<file path="src/rtl/seg7_pkg.sv">
// Shared constants for the Basys-2 seven-segment driver: active-low glyphs
// ({g,f,e,d,c,b,a}), the blank character code and the drive/blank phase encoding.
package seg7_pkg;

  localparam logic [6:0] SEG_BLANK   = 7'h7F;
  localparam logic [6:0] SEG_DASH    = 7'h3F;
  localparam logic [6:0] SEG_UNKNOWN = 7'b0110110;
  localparam logic [7:0] ASCII_BLANK = 8'hFF;

  typedef enum logic {
    PH_DRIVE = 1'b0,
    PH_BLANK = 1'b1
  } phase_t;

  // Hex glyphs, lower case for b and d so they cannot be confused with 8 and 0.
  function automatic logic [6:0] hex_glyph(input logic [3:0] v);
    logic [6:0] g;
    case (v)
      4'h0:    g = 7'h40;
      4'h1:    g = 7'h79;
      4'h2:    g = 7'h24;
      4'h3:    g = 7'h30;
      4'h4:    g = 7'h19;
      4'h5:    g = 7'h12;
      4'h6:    g = 7'h02;
      4'h7:    g = 7'h78;
      4'h8:    g = 7'h00;
      4'h9:    g = 7'h10;
      4'hA:    g = 7'h08;
      4'hB:    g = 7'h03;
      4'hC:    g = 7'h46;
      4'hD:    g = 7'h21;
      4'hE:    g = 7'h06;
      default: g = 7'h0E;
    endcase
    return g;
  endfunction

endpackage

</file>
<file path="src/rtl/seg7_ascii_decoder.sv">
// Combinational ASCII byte to active-low {SEG, DP}; `blank` flags the 8'hFF
// "nothing here" code so the caller can keep that digit's anode dark.
module seg7_ascii_decoder
  import seg7_pkg::*;
(
  input  logic [7:0] code,
  output logic [6:0] seg,
  output logic       dp,
  output logic       blank
);

  logic [6:0] ch;
  assign ch = code[6:0];

  always_comb begin
    seg   = SEG_UNKNOWN;
    dp    = ~code[7];
    blank = 1'b0;
    if (code == ASCII_BLANK) begin
      seg   = SEG_BLANK;
      dp    = 1'b1;
      blank = 1'b1;
    end else if (ch >= 7'h30 && ch <= 7'h39) begin
      seg = hex_glyph(ch[3:0]);
    end else if ((ch >= 7'h41 && ch <= 7'h46) || (ch >= 7'h61 && ch <= 7'h66)) begin
      // 'A'/'a' have low nibble 1, so +9 lands on hex value 10
      seg = hex_glyph(4'(ch[3:0] + 4'd9));
    end else if (ch == 7'h20) begin
      seg = SEG_BLANK;
    end else if (ch == 7'h2D) begin
      seg = SEG_DASH;
    end
  end

endmodule

</file>
<file path="src/rtl/seg7_display_driver.sv">
// Four-digit multiplexed 7-segment driver with per-frame character snapshot and
// anti-ghosting blank interval. Optional dimming is enabled by defining SEG7_DIM_EN.
module seg7_display_driver
  import seg7_pkg::*;
#(
  parameter int CYCLES_PER_DIGIT = 50000,
  parameter int BLANK_CYCLES     = 500
) (
  input  logic       CLK,
  input  logic       RESET,
  input  logic [7:0] asciiOne,
  input  logic [7:0] asciiTwo,
  input  logic [7:0] asciiThree,
  input  logic [7:0] asciiFour,
`ifdef SEG7_DIM_EN
  input  logic [3:0] BRIGHT,
`endif
  output logic [6:0] SEG,
  output logic       DP,
  output logic [3:0] AN
);

  localparam int CW = $clog2(CYCLES_PER_DIGIT);
  localparam logic [CW-1:0] CNT_MAX   = CW'(CYCLES_PER_DIGIT - 1);
  localparam logic [CW-1:0] DRIVE_END = CW'(CYCLES_PER_DIGIT - BLANK_CYCLES);

  logic [CW-1:0] cnt;
  logic [1:0]    slot;
  logic [7:0]    shadow [4];
  logic          frame_end;
  phase_t        phase;
  logic [6:0]    dec_seg;
  logic          dec_dp;
  logic          dec_blank;
  logic          pwm_ok;
  logic [3:0]    an_next;
  logic [6:0]    seg_next;
  logic          dp_next;

  assign frame_end = (slot == 2'd3) && (cnt == CNT_MAX);
  assign phase     = (cnt < DRIVE_END) ? PH_DRIVE : PH_BLANK;

  always_ff @(posedge CLK or posedge RESET) begin
    if (RESET) begin
      cnt  <= '0;
      slot <= 2'd0;
    end else if (cnt == CNT_MAX) begin
      cnt  <= '0;
      slot <= slot + 2'd1;
    end else begin
      cnt <= cnt + 1'b1;
    end
  end

  // Snapshot all four characters at once so a scroll step cannot tear a frame.
  always_ff @(posedge CLK or posedge RESET) begin
    if (RESET) begin
      for (int i = 0; i < 4; i++) shadow[i] <= ASCII_BLANK;
    end else if (frame_end) begin
      shadow[0] <= asciiOne;
      shadow[1] <= asciiTwo;
      shadow[2] <= asciiThree;
      shadow[3] <= asciiFour;
    end
  end

`ifdef SEG7_DIM_EN
  logic [3:0] pwm;

  always_ff @(posedge CLK or posedge RESET) begin
    if (RESET) pwm <= 4'd0;
    else       pwm <= pwm + 4'd1;
  end

  assign pwm_ok = (pwm <= BRIGHT);
`else
  assign pwm_ok = 1'b1;
`endif

  seg7_ascii_decoder u_decoder (
    .code  (shadow[slot]),
    .seg   (dec_seg),
    .dp    (dec_dp),
    .blank (dec_blank)
  );

  always_comb begin
    an_next  = 4'b1111;
    seg_next = SEG_BLANK;
    dp_next  = 1'b1;
    if (phase == PH_DRIVE) begin
      seg_next = dec_seg;
      dp_next  = dec_dp;
      if (!dec_blank && pwm_ok) an_next = ~(4'b1000 >> slot);
    end
  end

  always_ff @(posedge CLK or posedge RESET) begin
    if (RESET) begin
      AN  <= 4'b1111;
      SEG <= SEG_BLANK;
      DP  <= 1'b1;
    end else begin
      AN  <= an_next;
      SEG <= seg_next;
      DP  <= dp_next;
    end
  end

endmodule

</file>
<file path="config.mk">
export PLATFORM = sky130hd
export DESIGN_NAME = seg7_display_driver
export DESIGN_NICKNAME = d
export VERILOG_FILES = /design/src/rtl/seg7_pkg.sv /design/src/rtl/seg7_ascii_decoder.sv /design/src/rtl/seg7_display_driver.sv
export SDC_FILE = /design/constraint.sdc
export NUM_CORES = 1
export LEC_CHECK = 0
export BUFFER_PORTS_ARGS = -buffer_cell sky130_fd_sc_hd__buf_4
export CORE_MARGIN = 2
export CORE_UTILIZATION = 29
export DETAILED_ROUTE_END_ITERATION = 6
export PLACE_DENSITY = 0.53
export SYNTH_ARGS = -nofsm -noshare
export SYNTH_HDL_FRONTEND = slang
export SYNTH_SLANG_ARGS = --single-unit
</file>
<file path="constraint.sdc">
create_clock -name CLK -period 8.6 [get_ports CLK]
set_clock_uncertainty 0.05 [all_clocks]
set_input_delay 0.43 -clock CLK [delete_from_list [all_inputs] [get_ports CLK]]
set_output_delay 0.43 -clock CLK [all_outputs]
set_load 0.03 [all_outputs]
</file>
# [Word level (Yosys, flattened, before mapping)]
# Memory sizes are Yosys's and may differ from the RTL's.
# Index checks and enable logic that the tools add are counted.
[op_classes] n_div=0 n_shift=1 n_mux=15 multipliers=0 reduce_logical=5 add_sub_neg=3 n_bitwise=3 magnitude_cmp=8 eq_ne=5
[ops] cell="7-bit 2-to-1 mux" n=5
[ops] cell="16-bit by 1-bit adder with 16-bit output, second input constant" n=1
[ops] cell="8-bit binary-select mux with 2-bit select" n=1
[ops] cell="16-bit == test, second input constant" n=1
[ops] cell="16-bit less-than comparator, second input constant" n=1
[ops] cell="16-bit 2-to-1 mux" n=1
[ops] cell="8-bit 2-to-1 mux" n=2
[ops] cell="7-bit by 6-bit == test with 1-bit output, second input constant" n=2
[ops] cell="7-bit greater-or-equal comparator, second input constant" n=2
[ops] cell="7-bit less-or-equal comparator, second input constant" n=2
[ops] cell="4-bit 2-to-1 mux" n=3
[ops] cell="8-bit == test, second input constant" n=1
[ops] cell="7-bit by 6-bit greater-or-equal comparator with 1-bit output, second input constant" n=1
[ops] cell="7-bit by 6-bit less-or-equal comparator with 1-bit output, second input constant" n=1
[ops] cell="4-bit adder, second input constant" n=1
[ops] cell="1-bit logical AND" n=4
[ops] cell="4-bit NOT" n=1
[ops] cell="4-bit by 2-bit >> shifter with 4-bit output, first input constant" n=1
[ops] cell="3-bit greater-or-equal comparator, second input constant" n=1
[ops] cell="1-bit 2-to-1 mux" n=3
[ops] cell="2-bit NOT with 3-bit output" n=1
[ops] cell="2-bit by 1-bit adder with 2-bit output, second input constant" n=1
[ops] cell="2-bit == test, second input constant" n=1
[ops] cell="1-bit logical OR" n=1
[ops] cell="1-bit NOT" n=1
[totals] elab_cells=51 mem_bits_rw=0 mem_count=2 output_inout_bits=12 romBits=224 latch_bits=0 regBits=62
[memory_table] name="(name not given)" depth=16 width=7 read_ports=1 rd_ports_with_merged_regs=0 wr=0 line="seg7_pkg.sv:18" rtl="case (v)"
[memory_table] name="(name not given)" depth=16 width=7 read_ports=1 rd_ports_with_merged_regs=0 wr=0 line="seg7_pkg.sv:18"

# [Longest topological paths before layout]
[logic_depth] depth_word=11 ltp_mapped=12

# [Modules after synthesis]
# From an unflattened synthesis, not the netlist that was laid out.
[hier_totals] hier_cells=283 area_unflattened_um2=3464.6
[by_module_without_submodules] module="seg7_display_driver" instances=1 seq_area_each_um2=1606.5 area_each_um2=2882.8 cells_per_inst=198
[by_module_without_submodules] module="seg7_ascii_decoder" instances=1 seq_area_each_um2=0.0 area_each_um2=581.8 cells_per_inst=85

# [Least setup slack after synthesis]
# No wires, ideal clock.
[synth_path] path_kind="register to register" start="register slot[0]" end="register SEG[2]" required_time_ps=8478 path_stages_with_launch=12 setup_ps=72 path_buffers=4 synth_period_minus_slack_ps=2733 setup_slack_ps=5867 t_arrival_ps=2611 path_cell_list="dfrtp_1 -> buf_6 -> mux4_2 -> buf_4 -> clkbuf_1 -> inv_1 -> ha_1 -> clkbuf_2 -> or3_1 -> mux2i_1 -> a311oi_1 -> o21ai_1"
[synth_via] elab_chain_cells=11
[synth_lines] element="start: declaration" line="seg7_display_driver.sv:28" rtl="logic [1:0] slot;"
[synth_lines] element="start signal: assignment" line="seg7_display_driver.sv:49" rtl="slot <= slot + 2'd1;"
[synth_lines] element="2-bit NOT with 3-bit output (not written as such) (*)" line="seg7_display_driver.sv:81" rtl=".code (shadow[slot]),"
[synth_lines] element="8-bit binary-select mux with 2-bit select (*)" line="seg7_display_driver.sv:81"
[synth_lines] element="8-bit 2-to-1 mux (not written as such) (*) (2 in series)" line="seg7_display_driver.sv:81"
[synth_lines] element="parallel branches: the longest is 5 deep, another holds memory 16 x 7 bit"
[synth_lines] element="7-bit 2-to-1 mux (*)" line="seg7_ascii_decoder.sv:19" rtl="if (code == ASCII_BLANK) begin"
[synth_lines] element="7-bit 2-to-1 mux (*)" line="seg7_display_driver.sv:91" rtl="if (phase == PH_DRIVE) begin"
[synth_lines] element="via seg_next[2]" line="seg7_display_driver.sv:37" rtl="logic [6:0] seg_next;"
[synth_lines] element="end signal: assignment" line="seg7_display_driver.sv:105" rtl="SEG <= seg_next;"
[synth_lines] element="end: declaration" line="seg7_display_driver.sv:18" rtl="output logic [6:0] SEG,"
# Mark *: on every way through the listed nets, which the timed path passes. The select of a mux whose other input is x is not followed.
# A chain may end at the register's enable or synchronous reset.

# [Worst setup path after layout]
[layout_path] start="register slot[0]" end="register SEG[3]"
[layout_via] elab_chain_cells=11
[layout_lines] element="2-bit NOT with 3-bit output (not written as such) (*)" line="seg7_display_driver.sv:81"
[layout_lines] element="8-bit binary-select mux with 2-bit select (*)" line="seg7_display_driver.sv:81"
[layout_lines] element="8-bit 2-to-1 mux (not written as such) (*) (2 in series)" line="seg7_display_driver.sv:81"
[layout_lines] element="parallel branches: the longest is 5 deep, another holds memory 16 x 7 bit"
[layout_lines] element="7-bit 2-to-1 mux (*)" line="seg7_ascii_decoder.sv:19"
[layout_lines] element="7-bit 2-to-1 mux (*)" line="seg7_display_driver.sv:91"
[layout_lines] element="via seg_next[3]" line="seg7_display_driver.sv:37"
# Marked as above.

==> impl_results.md <==
* Yosys Warn Count at 0
* Vert. Die Dim at 114 um
* Top post-synthesis cells by area: dfstp_2, dfrtp_1, mux2_2
* First-pass GRT wire length at 12.0 mm
* Setup crit end kind: flop
* Syn_nets at 338
* Clock buffer count from CTS at 9
* Gate Count Post-Synth at 291
* Max-slew headroom at 0.497
* Average vias per placed instance at 4.85
* Post-CTS sizing at 0
* WHS Endpoint: shadow[22]
* Post-route ant nets at 0
* CP Max Fanout at 15
* Drt total wl at 7.16 mm
* Reg area at 0.00161 sq mm
* Fin crit share at 0.370
* Worst Hold Path Cells at 2
* Buffers added on ports at 45
* N_diodes at 0
* CTS root buf: clkbuf_16
* Final worst setup slack at 5.42 ns
* Drt first pass iters at 5
* Most common cell in the synthesized netlist: dfstp_2
* Vias in the first global route at 2,357
* Synth area leader: dfstp_2
* Die area at 0.0129 sq mm
* Remaining global-route overflow at 0
* Post-synth EDFFs at 0
* Count of state elements after synthesis at 62
* Status: completed
* Mux contribution to synthesized area at 0.189
* Max cap viols at 0
* Clock latency on the worst-skew pair at 0.32 ns
* Wire per inst at 14.7 um
* Sequential area share after synthesis at 0.462
* Hold_sp: asciiTwo[6]
* Synth Area in XOR/XNOR at 0.0378
* Initial Util at 0.293
* Layout area overhead at 20.0%
* Slew Limit Fails at 0
* Pin count of the biggest net entering global routing at 63
* Worst slew pin tran at 0.755 ns
* CTS tree: built
* CP required at 8.74 ns
* Clk sink count at 62
* Syn_area_per_cell at 12.0 sq um
* Initial DRC count at 139
* CP arrival at 3.32 ns
* GRT Util Overall at 0.117
* Clock buffer depth at 2
* Number of remaining DRC errors at 0
* Setup bufs post-CTS at 0
* Footprint of the multi-input gates at 0.00170 sq mm
* CTS Hold Bufs at 0
* Boundary Pins at 46
* CP startpoint kind: flop
* Die W at 114 um
* Predominant post-synthesis flop cell: dfstp_2
* Initial antenna violation count at 0
* Adder-Cell Fraction of Synth Area at 0.0467
* Worst r2r src: slot[0]
* FMAX at 315 MHz
* Share of layout cells above drive strength 1 at 0.434
* Commonest cells in the netlist: dfstp_2, mux2_2, nand2_1, dfrtp_1, inv_1
* Fraction of registers with async set/reset at 1.00
* Final HPWL DP at 5.09 mm
* Compound-Gate Fraction of Synth Area at 0.0939
* RSZ-0062 raised after global routing: no
* Post-Place Worst Slack at 5.41 ns
* Top cell type's share of synthesized area at 0.332
* # rows at 40
* Filler instances at 1,162
* Core Area at 0.0119 sq mm
* Netlist cell types at 55
* Worst setup path class: flop to flop
* Htree depth at 3
* Reg2reg end: SEG[3]
* Largest family of logic cells by synthesized area: multiplexers
* Final hold vios at 0
* Register clock-pin slew on the reported worst setup and hold paths at 0.05 ns
* Reg2reg path depth at 8
* Reg2reg setup slack at 5.42 ns
* Lkg Pwr at 1.71 nW
* Post-Route Setup TNS at 0 ns
* Routability cong. at 0.847
* Final min period at 3.18 ns
* Worst Hold Class: primary input to flop
* Simple-gate share of the synthesized area at 0.123
* Synthesized cell area at 0.00348 sq mm
* Setup violations, final at 0
* Final #Nets at 381
* Maximum vdd ir drop at 117 uV
* Vias at 2,357
* Pwr Density at 168 mW/mm^2
[power breakdown]
| group | internal, mW | total, mW | switching (mW) |
|---|---|---|---|
| clock network | 0.195 | 0.317 | 0.122 |
| logic | 0.0330 | 0.0723 | 0.0393 |
| registers | 0.310 | 0.314 | 0.00414 |
| total | 0.538 | 0.703 | 0.165 |
[sequential cells by signal (all words and copies together) (netlist names)]
register  flops
AN            4
DP            1
SEG           7
cnt          16
shadow       32
slot          2
[cell usage in the layout (no fill, tap or decap), types with 3 or more instances in the layout]
| cell type | n |
|---|---|
| mux2_2 | 30 |
| or4_1 | 3 |
| nor2b_1 | 3 |
| mux2_1 | 4 |
| nand4_1 | 5 |
| clkbuf_16 | 9 |
| nor2_1 | 14 |
| or3_1 | 3 |
| mux2i_1 | 6 |
| nor3_1 | 5 |
| and3_1 | 3 |
| mux4_2 | 6 |
| clkbuf_1 | 4 |
| ha_1 | 13 |
| nor4_1 | 3 |
| mux4_1 | 3 |
| o21ai_1 | 4 |
| buf_4 | 48 |
| inv_1 | 15 |
| dfstp_2 | 44 |
| a211o_1 | 4 |
| nand2_1 | 19 |
| nand3_1 | 11 |
| dfrtp_1 | 18 |
| a31oi_1 | 4 |
| xnor2_1 | 9 |
| o21ai_0 | 4 |
| xor2_1 | 6 |
| a21oi_1 | 3 |
[per-stage QoR]
step / hold WS, ns / area (sq um) / util / power (mW) / std cells
5_1_grt: 0.265 / 4180 / 0.352 / 0.738 / 486
3_3_place_gp: 0.441 / 3920 / 0.330 / 0.391 / 470
2_1_floorplan: 0.405 / 3480 / - / 0.366 / 291
3_5_place_dp: 0.444 / 3920 / 0.330 / 0.391 / 470
6_report: 0.271 / 4180 / 0.352 / 0.703 / 486
4_1_cts: 0.263 / 4180 / 0.352 / 0.712 / 486
[layout make-up]
type,instances,share of cell area
repair buffers,48,0.0863
multi-input cells,197,0.408
flip-flops and latches,62,0.385
well taps,147,0.0440
clock inverters,3,0.00509
inverters,16,0.0144
clock buffers,13,0.0575
[critical path: stages (launching register included)]
cell,delay [ns]
dfrtp_1,0.66
mux4_2,0.75
inv_1,0.21
ha_1,0.29
inv_1,0.10
or3_4,0.40
a2111oi_2,0.30
a211oi_1,0.14
o311ai_1,0.14
[worst max path at each step]
stage,from,to,slack (ns),cells after the start
floorplan,slot[0],SEG[2],5.87,11
global placement,slot[0],SEG[0],5.53,8
detailed placement,slot[0],SEG[0],5.41,8
CTS,slot[0],SEG[0],5.39,8
global route,slot[0],SEG[0],5.16,8
finish,slot[0],SEG[3],5.42,8
[logic make-up after synthesis]
family,Yosys count
buffers and inverters,32
adder cells (fa/ha/maj),13
multiplexers,49
AND/OR/NAND/NOR,80
flip-flops,62
AO/OA/AOI/OAI,40
XOR/XNOR,15
[metal layers]
metal / track usage / routed length (um) / up-vias
met3: 0.0377 / 452 / 9
li1: - / - / 1141
met1: 0.177 / 3710 / 1135
met5: 0 / 0 / -
met4: 0.0309 / 78 / 0
met2: 0.159 / 2910 / 72
(Power assumes the default switching activity.)
